===== src/rtl/time_set_ctrl.sv =====
// time_set_ctrl: button-driven BCD HH:MM (24 h) time-entry controller.
// It captures the watch's current digits and lets the user edit them one digit at a time.
// The edited digits are presented on *_init together with a one-cycle load pulse.
// Each raw button is synchronized and debounced, and a rising edge of the debounced level is a press.
// Optional build macro TIME_SET_AUTOREPEAT_EN: while inc is held during editing,
// an extra inc press is generated every REPEAT_CYCLES cycles.
module time_set_ctrl #(
  parameter int SYNC_STAGES     = 2,
  parameter int DEBOUNCE_CYCLES = 16,
  parameter int BLINK_W         = 8,
  parameter int TIMEOUT_CYCLES  = 1024,
  parameter int REPEAT_CYCLES   = 64
) (
  input  logic       clk,
  input  logic       rst,
  input  logic       btn_mode,
  input  logic       btn_inc,
  input  logic       btn_ok,
  input  logic [3:0] hourdec_now,
  input  logic [3:0] hourone_now,
  input  logic [3:0] mindec_now,
  input  logic [3:0] minone_now,
  output logic [3:0] hourdec_init,
  output logic [3:0] hourone_init,
  output logic [3:0] mindec_init,
  output logic [3:0] minone_init,
  output logic       load,
  output logic       editing,
  output logic [1:0] digit_sel,
  output logic       blink
);

  typedef enum logic [2:0] {
    S_IDLE,
    S_EDIT_HD,
    S_EDIT_HO,
    S_EDIT_MD,
    S_EDIT_MO,
    S_COMMIT
  } state_t;

  localparam int B_MODE = 0;
  localparam int B_INC  = 1;
  localparam int B_OK   = 2;

  localparam int DB_W = (DEBOUNCE_CYCLES > 1) ? $clog2(DEBOUNCE_CYCLES) : 1;
  localparam int TO_W = (TIMEOUT_CYCLES  > 1) ? $clog2(TIMEOUT_CYCLES)  : 1;
  localparam int RP_W = (REPEAT_CYCLES   > 1) ? $clog2(REPEAT_CYCLES)   : 1;

`ifdef TIME_SET_AUTOREPEAT_EN
  localparam bit AUTOREPEAT = 1'b1;
`else
  localparam bit AUTOREPEAT = 1'b0;
`endif

  logic [2:0]                  btn_raw;
  logic [2:0][SYNC_STAGES-1:0] sync_q;
  logic [2:0][DB_W-1:0]        db_cnt;
  logic [2:0]                  db_level;
  logic [2:0]                  press;
  logic [RP_W-1:0]             rep_cnt;
  logic                        rep_press;
  logic                        ok_evt, mode_evt, inc_evt, any_evt;

  state_t             state;
  logic [3:0]         hd_q, ho_q, md_q, mo_q;
  logic [3:0]         cap_hd, cap_ho, cap_md, cap_mo;
  logic [TO_W-1:0]    to_cnt;
  logic [BLINK_W-1:0] blink_cnt;

  assign btn_raw = {btn_ok, btn_inc, btn_mode};

  // Synchronize and debounce each button; emit a one-cycle press on a debounced rising edge
  always_ff @(posedge clk or posedge rst) begin
    if (rst) begin
      // NOTE: these per-button flop arrays are control state, so they are reset like any register; only true RAM arrays are left unreset.
      sync_q   <= '0;
      db_cnt   <= '0;
      db_level <= '0;
      press    <= '0;
    end else begin
      // NOTE: sequential state uses non-blocking assignments so every flop samples pre-edge values, matching the hardware.
      for (int i = 0; i < 3; i++) begin
        sync_q[i] <= {sync_q[i][SYNC_STAGES-2:0], btn_raw[i]};
        press[i]  <= 1'b0;
        if (sync_q[i][SYNC_STAGES-1] == db_level[i]) begin
          db_cnt[i] <= '0;
        end else if (db_cnt[i] == DB_W'(DEBOUNCE_CYCLES - 1)) begin
          db_cnt[i]   <= '0;
          db_level[i] <= ~db_level[i];
          press[i]    <= ~db_level[i];
        end else begin
          db_cnt[i] <= db_cnt[i] + 1'b1;
        end
      end
    end
  end

  // Auto-repeat timer: restarts on each real inc press and runs while debounced inc is held during editing
  always_ff @(posedge clk or posedge rst) begin
    if (rst) begin
      rep_cnt   <= '0;
      rep_press <= 1'b0;
    end else begin
      rep_press <= 1'b0;
      if (press[B_INC] || !db_level[B_INC] || !editing) begin
        rep_cnt <= '0;
      end else if (rep_cnt == RP_W'(REPEAT_CYCLES - 1)) begin
        rep_cnt   <= '0;
        rep_press <= AUTOREPEAT;
      end else begin
        rep_cnt <= rep_cnt + 1'b1;
      end
    end
  end

  // Same-cycle presses resolve as ok > mode > inc; dropped presses still count as activity
  assign ok_evt   = press[B_OK];
  assign mode_evt = press[B_MODE] & ~press[B_OK];
  assign inc_evt  = (press[B_INC] | rep_press) & ~press[B_OK] & ~press[B_MODE];
  assign any_evt  = (|press) | rep_press;

  // Sanitize the watch's digits on capture so the edit registers always hold a legal time
  always_comb begin
    // NOTE: every always_comb output gets a default first so no path can infer a latch.
    cap_hd = hourdec_now;
    cap_ho = hourone_now;
    cap_md = mindec_now;
    cap_mo = minone_now;
    if (hourdec_now > 4'd2) cap_hd = 4'd0;
    if (cap_hd == 4'd2 && hourone_now > 4'd3) cap_ho = 4'd3;
    else if (hourone_now > 4'd9)              cap_ho = 4'd0;
    if (mindec_now > 4'd5) cap_md = 4'd0;
    if (minone_now > 4'd9) cap_mo = 4'd0;
  end

  function automatic logic [3:0] wrap_inc(input logic [3:0] v, input logic [3:0] max_v);
    return (v >= max_v) ? 4'd0 : v + 4'd1;
  endfunction

  function automatic state_t next_edit(input state_t s);
    case (s)
      S_EDIT_HD: return S_EDIT_HO;
      S_EDIT_HO: return S_EDIT_MD;
      S_EDIT_MD: return S_EDIT_MO;
      default:   return S_EDIT_HD;
    endcase
  endfunction

  // Edit FSM: state, edit digits, timeout, blink phase and all registered outputs
  always_ff @(posedge clk or posedge rst) begin
    if (rst) begin
      state        <= S_IDLE;
      hd_q         <= '0;
      ho_q         <= '0;
      md_q         <= '0;
      mo_q         <= '0;
      hourdec_init <= '0;
      hourone_init <= '0;
      mindec_init  <= '0;
      minone_init  <= '0;
      load         <= 1'b0;
      editing      <= 1'b0;
      digit_sel    <= '0;
      to_cnt       <= '0;
      blink_cnt    <= '0;
    end else begin
      load <= 1'b0;
      case (state)
        S_IDLE: begin
          to_cnt    <= '0;
          blink_cnt <= '0;
          if (mode_evt) begin
            hd_q      <= cap_hd;
            ho_q      <= cap_ho;
            md_q      <= cap_md;
            mo_q      <= cap_mo;
            state     <= S_EDIT_HD;
            editing   <= 1'b1;
            digit_sel <= 2'd3;
          end
        end

        S_COMMIT: begin
          state <= S_IDLE;
        end

        default: begin
          blink_cnt <= blink_cnt + 1'b1;
          to_cnt    <= any_evt ? '0 : to_cnt + 1'b1;
          if (ok_evt) begin
            state        <= S_COMMIT;
            load         <= 1'b1;
            hourdec_init <= hd_q;
            hourone_init <= ho_q;
            mindec_init  <= md_q;
            minone_init  <= mo_q;
            editing      <= 1'b0;
            blink_cnt    <= '0;
          end else if (mode_evt) begin
            state     <= next_edit(state);
            digit_sel <= digit_sel - 2'd1;
            blink_cnt <= '0;
          end else if (inc_evt) begin
            case (state)
              S_EDIT_HD: begin
                hd_q <= wrap_inc(hd_q, 4'd2);
                // Moving to the 20s forces the hour-ones digit into 0..3
                if (hd_q == 4'd1 && ho_q > 4'd3) ho_q <= 4'd3;
              end
              S_EDIT_HO: ho_q <= wrap_inc(ho_q, (hd_q == 4'd2) ? 4'd3 : 4'd9);
              S_EDIT_MD: md_q <= wrap_inc(md_q, 4'd5);
              S_EDIT_MO: mo_q <= wrap_inc(mo_q, 4'd9);
              default: ;
            endcase
          end else if (to_cnt == TO_W'(TIMEOUT_CYCLES - 1)) begin
            state     <= S_IDLE;
            editing   <= 1'b0;
            blink_cnt <= '0;
          end
        end
      endcase
    end
  end

  assign blink = blink_cnt[BLINK_W-1];

endmodule


===== config.mk =====
export PLATFORM = sky130hd
export DESIGN_NAME = time_set_ctrl
export DESIGN_NICKNAME = d
export VERILOG_FILES = /design/src/rtl/time_set_ctrl.sv
export SDC_FILE = /design/constraint.sdc
export NUM_CORES = 1
export LEC_CHECK = 0
export ABC_AREA = 0
export CAP_MARGIN = 20
export CELL_PAD_IN_SITES_DETAIL_PLACEMENT = 0
export CELL_PAD_IN_SITES_GLOBAL_PLACEMENT = 1
export CORE_MARGIN = 2
export CORE_UTILIZATION = 44
export DETAILED_ROUTE_END_ITERATION = 10
export HOLD_SLACK_MARGIN = 0.02
export PLACE_DENSITY = 0.75
export SLEW_MARGIN = 20
export SYNTH_ARGS = -nofsm -noshare
export SYNTH_HDL_FRONTEND = slang
export SYNTH_SLANG_ARGS = --single-unit

===== constraint.sdc =====
create_clock -name clk -period 5.2 [get_ports clk]
set_input_delay 1.04 -clock clk [delete_from_list [all_inputs] [get_ports clk]]
set_output_delay 1.04 -clock clk [all_outputs]
set_load 0.01 [all_outputs]

Word level (Yosys, flattened, before mapping)

Cells that the tools add are included.

Logic and storage cells: 175
Output and inout port bits: 21
Input bits: 21
Register bits after elaboration: 81

$lt $le $gt $ge: 10
Eq/ne operators: 22
Reductions and logical operators: 23
Muxes and demuxes: 73
Bitwise gates (word level): 13
Add/sub/neg operators: 10

Operator list:

| kind                  | count |
|---|---|
| $mux 4                | 36 |
| $pmux 4 s2            | 5 |
| $mux 8                | 4 |
| $add 4x1->4 const B   | 7 |
| $pmux 10 s2           | 1 |
| $reduce_and 6->1      | 3 |
| $pmux 8 s2            | 1 |
| $mux 3                | 5 |
| $mux 1                | 13 |
| $eq 4x4->1 const B    | 3 |
| $gt 4x2->1 const B    | 3 |
| $add 10x1->10 const B | 1 |
| $eq 10x10->1 const B  | 1 |
| $mux 10               | 1 |
| $not 1->1             | 10 |
| $pmux 3 s3            | 1 |
| $add 8x1->8 const B   | 1 |
| $eq 4x2->1 const B    | 2 |
| $gt 4x4->1 const B    | 2 |
| $reduce_and 2->1      | 4 |
| $reduce_bool 2->1     | 4 |
| $reduce_and 7->1      | 1 |
| $eq 3x2->1 const B    | 2 |
| $eq 3x3->1 const B    | 2 |
| other kinds (27)      | 38 |

Depth between registers and ports, before layout

Gate-level depths: netlist of the first run.

Depth in word-level cells: 9
Depth in mapped cells: 9
Mapped depth without buffers: 9

Worst setup path after synthesis of the first run

No wires, ideal clock.

Path type: flip-flop to flip-flop
From: register hd_q[0]
To: register ho_q[3]
Path buffers: 0
Stages on the path, launching flop included: 10
Required time: 5.134 ns
Data arrival time: 2.066 ns
Path slack: 3.068 ns
Library setup time: 0.066 ns
Period minus slack after synthesis: 2.132 ns
Cells stage by stage: dfrtp_1 > inv_1 > ha_1 > nand2_1 > ha_1 > a211o_1 > a211oi_2 > nand2_1 > o32ai_1 > a22o_1

Longest elaborated chain between the ends: 9
Elaborated cells on any way between the ends: 13
Classes of those cells: order compare: 1; eq/ne: 3; mux: 7; reduce/logical: 2

Ends and longest elaborated chain:

| element                  | RTL line | text |
|---|---|---|
| start: declaration       | 66       | `logic [3:0] hd_q, ho_q, md_q, mo_q;` |
| start signal: assignment | 174      | `hd_q <= cap_hd;` |
| start signal: assignment | 207      | `hd_q <= wrap_inc(hd_q, 4'd2);` |
| $eq 4x2->1               | 211      | `S_EDIT_HO: ho_q <= wrap_inc(ho_q, (hd_q == 4'd2) ? 4'd3 : 4'd9);` |
| $mux 4                   | 211      |  |
| $ge 4x4->1               | 138      | `return (v >= max_v) ? 4'd0 : v + 4'd1;` |
| $mux 4                   | 138      |  |
| $pmux 4 s2               | 205      | `case (state)` |
| $mux 4                   | 204      | `end else if (inc_evt) begin` |
| $mux 4                   | 200      | `end else if (mode_evt) begin` |
| $mux 4                   | 191      | `if (ok_evt) begin` |
| $pmux 4 s2               | 169      | `case (state)` |
| end signal: assignment   | 175      | `ho_q <= cap_ho;` |
| end signal: assignment   | 211      |  |
| end: declaration         | 66       |  |

Several ways; a longest one is shown, not always the timed one. The select of a mux whose other input is x is not followed.
A chain may end at the register's enable or synchronous reset.

Worst setup path after layout of the first run

From: register state[2]
To: register hourdec_init[2]

Longest elaborated chain between the ends: 4
Elaborated cells on any way between the ends: 5
Classes of those cells: eq/ne: 1; bitwise: 1; reduce/logical: 3

Ends and longest elaborated chain:

| element                                       | RTL line | text |
|---|---|---|
| start: declaration                            | 65       | `state_t state;` |
| start signal: assignment                      | 201      | `state <= next_edit(state);` |
| $eq 3x3->1 or $logic_not 3->1 (tied branches) | 169      |  |
| $reduce_or 2->1 (no source line) (*)          | --       |  |
| $not 1->1 (no source line) (*)                | --       |  |
| $reduce_and 2->1 (no source line) (*)         | --       |  |
| end signal: assignment                        | 194      | `hourdec_init <= hd_q;` |
| end: declaration                              | 23       | `output logic [3:0] hourdec_init,` |

Mark *: on every way between the ends. The rest lies on a longest branch, timed or not.

==> results of run 1 <==
-- placed cells by master (no fill, tap or decap), drive strengths merged, types with 6 or more instances in the layout --
master          n
a21oi          27
inv            18
nand3          14
clkdlybuf4s50  41
nor2b           8
nor3b           7
a31oi           9
ha             17
nand2b          7
clkbuf         10
o21ai          35
and3            7
nand2          34
xnor2           8
dfrtp          81
nor3            6
mux2           14
a22o            7
nor2           22
-- power breakdown --
part / switching, W / total (W) / leakage (nW) / internal, W
clock network: 0.000221 / 0.000587 / 0.130 / 0.000366
registers: 0.00000699 / 0.000645 / 1.06 / 0.000638
logic: 0.0000281 / 0.0000548 / 0.979 / 0.0000267
total: 0.000256 / 0.00129 / 2.17 / 0.00103
-- flip-flops by register name, indices dropped and copies added (netlist names) --
register      count
md_q              4
hd_q              4
sync_q            6
hourone_init      4
load              1
hourdec_init      4
editing           1
minone_init       4
blink_cnt         8
press             3
ho_q              4
to_cnt           10
mo_q              4
db_cnt           12
state             3
mindec_init       4
db_level          3
digit_sel         2
-- cell type report --
type | count | area, um2
clock buffers | 10 | 128
clock inverters | 6 | 130
fillers | 851 | 4280
inverters | 19 | 72.6
multi-input cells | 279 | 1950
flip-flops and latches | 81 | 2030
well taps | 111 | 139
repair buffers | 42 | 418
-- logic make-up after synthesis --
kind of cell / after synthesis / synth area share
XOR/XNOR: 12 / 0.0255
AO/OA/AOI/OAI: 110 / 0.187
buffers and inverters: 29 / 0.0343
AND/OR/NAND/NOR: 124 / 0.165
multiplexers: 16 / 0.0449
flip-flops: 81 / 0.492
adder cells (fa/ha/maj): 17 / 0.0516
-- worst max path at each step --
| stage | from | to | slack (ns) | cells past startpoint |
|---|---|---|---|---|
| 6_report | state[2] | hourdec_init[2] | 2.73 | 4 |
| 5_1_grt | state[2] | mindec_init[2] | 2.55 | 4 |
| 3_3_place_gp | hourdec_now[1] | ho_q[2] | 2.63 | 6 |
| 4_1_cts | state[2] | mindec_init[2] | 2.71 | 4 |
| 3_5_place_dp | hourdec_now[1] | ho_q[0] | 2.57 | 6 |
| 2_1_floorplan | rst | blink_cnt[0] | 2.08 | 1 |
-- per-layer routing --
metal / up-vias / routed length, um / global-route usage / share of wire
li1: 1482 / - / - / -
met1: 1479 / 3890 / 0.237 / 0.48
met2: 52 / 3820 / 0.268 / 0.47
met3: 6 / 273 / 0.0381 / 0.034
met4: 0 / 75 / 0.0537 / 0.0093
met5: - / 0 / 0 / 0
-- through the flow --
step / setup slack [ns] / total power, W / util
after floorplan: 2.08 / 0.000686 / -
final: 2.73 / 0.00129 / 0.532
after global placement: 2.63 / 0.000712 / 0.504
after CTS: 2.71 / 0.00131 / 0.532
after detailed placement: 2.57 / 0.000713 / 0.504
after global routing: 2.55 / 0.00134 / 0.532
-- critical path, stage by stage (launching register included) --
cell	delay, ns
dfrtp_1	0.63
and2b_4	0.28
nor3_1	0.21
nand2b_1	0.81
mux2_2	0.42
==> flow_summary.yaml, run 1 <==
outcome:
  outcome: "completed"
grt:
  grt_pass1_vias: 2857
  grt_usage: 0.171
  overflow: 0
  grt_max_degree: 42
  grt_first_pass_wirelength_mm: 13.8
  antenna_found_initial: 0
placement:
  dpl_cell_area_um2: 4610
  port_buffers: 41
  gp_congestion: 0.778
  dp.cells: 532
  hpwl_mm: 5.53
pwr:
  p_leak_nw: 2.17
  ir_drop_mv: 0.183
  power.density_nw_per_um2: 264
critical_path:
  cp_max_fo: 25
  crit_required_ns: 5.43
  setup.worst_path.class: "reg -> reg"
  r2r-end: "hourdec_init[2]"
  r2r-start: "state[2]"
  rrSetupSlack_ns: 2.73
  cp.arrival_ns: 2.70
  cp-start-kind: "flip-flop"
  crit_path_end_kind: "flip-flop"
  reg2reg_depth: 4
synth:
  synth_seq_cells: 81
  synth_area_leaders: "dfrtp_1 49%, ha_1 5.2%, o21ai_0 3.8%"
  seq_area_frac_synth: 0.492
  yosysTopAreaCell: "dfrtp_1"
  yosysWarnings: 0
  async_flop_share: 1.00
  synth_nets: 427
  synth_ff_type: "dfrtp_1"
  netlist_instances: 389
  synth_common_cells: "81 x dfrtp_1, 33 x nand2_1, 31 x o21ai_0"
  synth_top_area_share: 0.492
  netlist_area_um2: 4120
  synth.distinct_cells: 63
  synth_edf_count: 0
  syn_area_per_cell_um2: 10.6
  yosysMostFrequentCell: "dfrtp_1"
sta:
  clock_skew_ns: 0.00959
  hold_viol: 0
  finalCritPeriodShare: 0.476
  drv_slew: 0
  hold_slack_ns: 0.353
  grt_setup_unrepaired: "false"
  setup_viol: 0
  timing.fmax_mhz: 404
  fin_crit_ns: 2.47
  slew_headroom: 0.331
  worstMarginPinSlew_ns: 1.00
  tns_ns: 0
drt:
  drt_iter0_markers: 128
  post-route-drc-count: 0
  via_count: 3019
  ant_nets: 0
  drt-wirelength-per-cell_um: 14.7
  viasPerCell: 5.51
  drt_pass1_iterations: 4
  drt_wl_total_mm: 8.06
floorplanning:
  coreArea_um2: 9150
  dieArea_um2: 10200
  rows: 35
  initial_core_util: 0.450
  die_w_um: 101
  die_h_um: 101
  ios: 42
cts:
  post_cts_buffers: 0
  cts.sinks: 81
  cts_root_buffer: "clkbuf_8"
  clock_latency_ns: 0.35
  cts_tree: "built"
  cts_hold_buf: 0
  h-tree-depth: 3
  cts_buffers: 9
  clkSlewWorstSetupHoldPaths_ns: 0.09
  cts_resized: 0
  clock_path_buffers: 2
run:
  cap_violations: 0
min_path:
  holdPathEnd: "sync_q[1]"
  worstHoldStart: "sync_q[0]"
  hold_path_depth: 0
  hold_class: "reg -> reg"
final_layout:
  instances_no_fill: 548
  area_growth_pct: 18.1
  final_nets: 470
  drive_gt1_frac: 0.119
  antenna_cells: 0
  final_cell_area_um2: 4870
Power figures use the tool's default switching activity.
==> inputs of run 2 (changes only) <==
==> constraint.sdc (replaced) <==
create_clock -name clk -period 2.4 [get_ports clk]
set_input_delay 0.48 -clock clk [delete_from_list [all_inputs] [get_ports clk]]
set_output_delay 0.48 -clock clk [all_outputs]
set_load 0.01 [all_outputs]
==> run 2 against run 1 <==
  * Worst hold slack improved by 0.0018 ns
  * Combinational power increased by 120%
  * Global-route usage increased by 0.63 points
  * Clock skew increased by 0.0051 ns
==> flow_summary.yaml, run 2 (same netlist as run 1, synthesis figures left out) <==
cts:
  cts_root_buffer: "clkbuf_8"
  cts.sinks: 81
  post_cts_buffers: 0
  clock_path_buffers: 2
  clkSlewWorstSetupHoldPaths_ns: 0.08
  h-tree-depth: 3
  clock_latency_ns: 0.35
  cts_tree: "built"
  cts_buffers: 9
final_layout:
  mostFrequentLayoutCells: "81 x dfrtp_1, 41 x clkdlybuf4s50_1, 32 x nand2_1, 31 x o21ai_0, 27 x a21oi_1"
  nFillCells: 813
  final_cell_area_um2: 4950
  antenna_cells: 0
  area_growth_pct: 20.0
  drive_gt1_frac: 0.145
  top_regs: "db_cnt (12), to_cnt (10), blink_cnt (8)"
  final_common_cell: "dfrtp_1"
  largest_reg_flops: 12
  final_nets: 481
  largest-register: "db_cnt"
critical_path:
  setup.worst_path.class: "reg -> reg"
  cp-start-kind: "flip-flop"
  reg2reg_depth: 9
  cp.arrival_ns: 2.59
  rrSetupSlack_ns: 0.1
  crit_path_end_kind: "flip-flop"
  r2r-end: "ho_q[3]"
  crit_required_ns: 2.69
  cp_max_fo: 4
  r2r-start: "hd_q[0]"
pwr:
  internal_power_w: 0.00209
  seqPwrFrac: 0.528
  swShare: 0.212
  p_clk_frac: 0.426
  combinationalPowerShare: 0.047
  ir_drop_mv: 0.303
  total_power_w: 0.00265
  p_switching_w: 0.000561
  p_leak_nw: 2.20
  power.density_nw_per_um2: 535
grt:
  grt_pass1_vias: 3048
  antenna_found_initial: 0
  grt_max_degree: 82
  grt_usage: 0.177
  grt_first_pass_wirelength_mm: 14.2
  overflow: 0
drt:
  drt_wl_total_mm: 8.14
  ant_nets: 0
  viasPerCell: 5.43
  drt_iter0_markers: 100
  drt-wirelength-per-cell_um: 14.6
  post-route-drc-count: 0
  drt_pass1_iterations: 5
  via_count: 3038
sta:
  setup_viol: 0
  tns_ns: 0
  finalCritPeriodShare: 0.958
  hold_viol: 0
  fin_crit_ns: 2.30
  worstMarginPinSlew_ns: 0.509
  hold_slack_ns: 0.355
  clock_skew_ns: 0.0147
  slew_headroom: 0.658
  timing.fmax_mhz: 435
  drv_slew: 0
floorplanning:
  die_w_um: 101
  ios: 42
  rows: 35
  initial_core_util: 0.450
  dieArea_um2: 10200
  die_h_um: 101
  coreArea_um2: 9150
outcome:
  outcome: "completed"
placement:
  hpwl_mm: 5.62
  dpl_cell_area_um2: 4710
  gp_congestion: 0.812
  port_buffers: 41
min_path:
  holdPathEnd: "sync_q[5]"
  hold_class: "reg -> reg"
  hold_path_depth: 0
  worstHoldStart: "sync_q[4]"
run:
  cap_violations: 0
[run 2: timing repair]
| item | in CTS | in global routing |
|---|---|---|
| endpoints found under the setup margin | 0 | 1 |
| hold buffers | 0 | 0 |
| gates resized for setup | 0 | 2 |
[run 2: layout make-up]
class                      count  area [um2]  area share
multi-input combinational    279        1960       0.397
sequential                    81        2030       0.410
clock buffer                  12         155      0.0314
timing repair buffer          53         513       0.104
tap                          111         139      0.0281
inverter                      19        75.1      0.0152
clock inverter                 4        75.1      0.0152
[run 2: worst max-delay path by stage]
stage | from | end | depth (start not counted)
after global routing | hd_q[0] | ho_q[3] | 9
after CTS | hd_q[0] | ho_q[3] | 9
after detailed placement | hd_q[0] | ho_q[3] | 9
final | hd_q[0] | ho_q[3] | 9
after global placement | hd_q[0] | ho_q[3] | 9
after floorplan | hd_q[0] | ho_q[3] | 9
[run 2: per-stage QoR]
stage / instances / worst slack [ns] / utilization
final: 559 / 0.0997 / 0.541
after global routing: 559 / -0.0110 / 0.541
after global placement: 543 / 0.166 / 0.514
after CTS: 559 / 0.0507 / 0.540
after floorplan: 389 / 0.268 / -
after detailed placement: 543 / 0.0686 / 0.514
[run 2: power by group through the flow]
stage          sequential [W]  clock [W]  combinational [W]
2_1_floorplan         0.00142          0          0.0000653
3_3_place_gp          0.00142          0           0.000124
6_report              0.00140    0.00113           0.000123
3_5_place_dp          0.00142          0           0.000125
5_1_grt               0.00140    0.00123           0.000143
4_1_cts               0.00140    0.00117           0.000126
[run 2: critical path, stage by stage, from the launching register on]
cell	delay [ns]
dfrtp_1	0.41
inv_1	0.12
ha_1	0.20
nand2_1	0.08
ha_1	0.28
a211o_1	0.32
a211oi_2	0.28
nand2_2	0.14
o32ai_2	0.27
a22o_1	0.15
[run 2: per-layer routing]
layer / vias to the layer above / GRT usage / wire length (um)
li1: 1511 / - / -
met1: 1463 / 0.245 / 3950
met2: 51 / 0.271 / 3750
met3: 13 / 0.0361 / 292
met4: 0 / 0.0769 / 152
met5: - / 0 / 0
==> inputs of run 3 (changes only) <==
--- a/config.mk
+++ b/config.mk
@@ -10,10 +10,10 @@
 export CELL_PAD_IN_SITES_DETAIL_PLACEMENT = 0
 export CELL_PAD_IN_SITES_GLOBAL_PLACEMENT = 1
 export CORE_MARGIN = 2
-export CORE_UTILIZATION = 44
+export CORE_UTILIZATION = 30
 export DETAILED_ROUTE_END_ITERATION = 10
 export HOLD_SLACK_MARGIN = 0.02
-export PLACE_DENSITY = 0.75
+export PLACE_DENSITY = 0.54
 export SLEW_MARGIN = 20
 export SYNTH_ARGS = -nofsm -noshare
 export SYNTH_HDL_FRONTEND = slang
==> run 3 against run 2 <==
  * Critical path type unchanged
  * Worst hold slack lost 0.0066 ns
  * Combinational power is essentially flat
  * Sequential cell count is the same
  * Setup slack gained 0.020 ns
  * Clock power grew 14%
==> flow_summary.yaml, run 3 (same netlist as run 1, synthesis figures left out) <==
outcome:
  outcome: "completed"
final_layout:
  drive_gt1_frac: 0.142
  finish.utilization: 0.382
  mostFrequentLayoutCells: "81 x dfrtp_1, 41 x clkdlybuf4s50_1, 32 x nand2_1, 31 x o21ai_0, 27 x a21oi_1"
  instances_no_fill: 626
  final_nets: 483
  area_growth_pct: 23.6
  largest_reg_flops: 12
  top_regs: "db_cnt (12), to_cnt (10), blink_cnt (8)"
  final_common_cell: "dfrtp_1"
  nFillCells: 1321
  antenna_cells: 0
  largest-register: "db_cnt"
sta:
  fin_crit_ns: 2.28
  finalCritPeriodShare: 0.950
  slew_headroom: 0.641
  clock_skew_ns: 0.00574
  tns_ns: 0
  worstMarginPinSlew_ns: 0.535
  setup_viol: 0
  timing.fmax_mhz: 438
  grt_setup_unrepaired: "false"
  hold_viol: 0
  hold_slack_ns: 0.348
  drv_slew: 0
grt:
  overflow: 0
  grt_pass1_vias: 2945
  grt_usage: 0.130
  grt_first_pass_wirelength_mm: 14.8
  antenna_found_initial: 0
  grt_max_degree: 82
critical_path:
  cp.arrival_ns: 2.56
  cp_max_fo: 4
  rrSetupSlack_ns: 0.12
  crit_required_ns: 2.68
  setup.worst_path.class: "reg -> reg"
  cpMostUsedCell: "ha_1"
  path_buf_inv: 1
  worstPathCellList: "inv_1 -> ha_1 -> nand2_1 -> ha_1 -> a211o_1 -> a211oi_2 -> nand2_2 -> o32ai_1 -> a22o_1"
  cp_top_family: "compound AO/OA/AOI/OAI gates"
  slowest_stage: "dfrtp_1"
  cp-start-kind: "flip-flop"
  crit_path_end_kind: "flip-flop"
  max_stage_delay_ns: 0.40
drt:
  drt_pass1_iterations: 4
  viasPerCell: 4.90
  drt_iter0_markers: 179
  ant_nets: 0
  drt-wirelength-per-cell_um: 14.3
  post-route-drc-count: 0
  drt_wl_total_mm: 8.92
  via_count: 3069
floorplanning:
  rows: 42
  die_h_um: 121
  die_w_um: 121
  coreArea_um2: 13300
  initial_core_util: 0.309
  ios: 42
  dieArea_um2: 14700
pwr:
  ir_drop_mv: 0.325
  power.density_nw_per_um2: 553
  p_leak_nw: 2.24
cts:
  cts_buffers: 9
  clock_latency_ns: 0.34
  h-tree-depth: 3
  cts_resized: 0
  cts_root_buffer: "clkbuf_16"
  clkSlewWorstSetupHoldPaths_ns: 0.06
  cts.sinks: 81
  clock_path_buffers: 2
  post_cts_buffers: 0
  cts_tree: "built"
  cts_hold_buf: 0
placement:
  port_buffers: 41
  hpwl_mm: 6.22
  gp_congestion: 0.763
  dp.cells: 610
run:
  cap_violations: 0
min_path:
  hold_class: "reg -> reg"
==> run 3: cell types whose count changed in the layout (fill, tap and decap cells not counted) <==
cell	change
clkinvlp_4	-1
clkbuf_8	-9
o32ai_1	+1
o32ai_2	-1
buf_4	+1
clkinv_2	+1
clkbuf_16	+9
clkbuf_1	+2
buf_12	+1
bufinv_16	-2
==> run 3: metal layers <==
layer | routed length (um) | track usage | part of all wire
met5 | 0 | 0 | 0
met4 | 198 | 0.0675 | 0.022
met3 | 383 | 0.0244 | 0.043
met2 | 4000 | 0.195 | 0.45
met1 | 4340 | 0.178 | 0.49
==> run 3: worst reg2reg max path, cell delays in order (launching register included) <==
cell and delay [ns]:
dfrtp_1 0.40, inv_1 0.12, ha_1 0.18, nand2_1 0.08
ha_1 0.28, a211o_1 0.30, a211oi_2 0.29, nand2_2 0.13
o32ai_1 0.28, a22o_1 0.16
==> run 3: layout make-up <==
type | count | area, um2 | area share
tap | 176 | 220 | 0.0432
timing repair buffer | 55 | 541 | 0.106
multi-input combinational | 279 | 1960 | 0.384
clock inverter | 2 | 12.5 | 0.00246
sequential | 81 | 2030 | 0.398
inverter | 19 | 75.1 | 0.0147
clock buffer | 14 | 264 | 0.0518
==> run 3: through the flow <==
stage / total power, W / cell area [um2] / setup WS, ns
after CTS: 0.00287 / 5090 / 0.0737
final: 0.00282 / 5100 / 0.119
after global routing: 0.00294 / 5100 / 0.00824
after detailed placement: 0.00155 / 4820 / 0.0951
after floorplan: 0.00149 / 4130 / 0.268
after global placement: 0.00155 / 4820 / 0.137
==> run 3: power breakdown <==
part	switching (W)	internal [W]
logic	0.0000633	0.0000606
registers	0.0000151	0.00138
clock network	0.000538	0.000757
==> run 3: worst paths after layout <==
| kind | cells after the start | endpoint | start |
|---|---|---|---|
| max | 9 | ho_q[3] | hd_q[0] |
| min | 0 | sync_q[5] | sync_q[4] |
| max reg2reg | 9 | ho_q[3] | hd_q[0] |
| min reg2reg | 0 | sync_q[5] | sync_q[4] |
| max in group asynchronous | 3 | ho_q[0] | rst |
| min in group asynchronous | 3 | db_cnt[1] | rst |
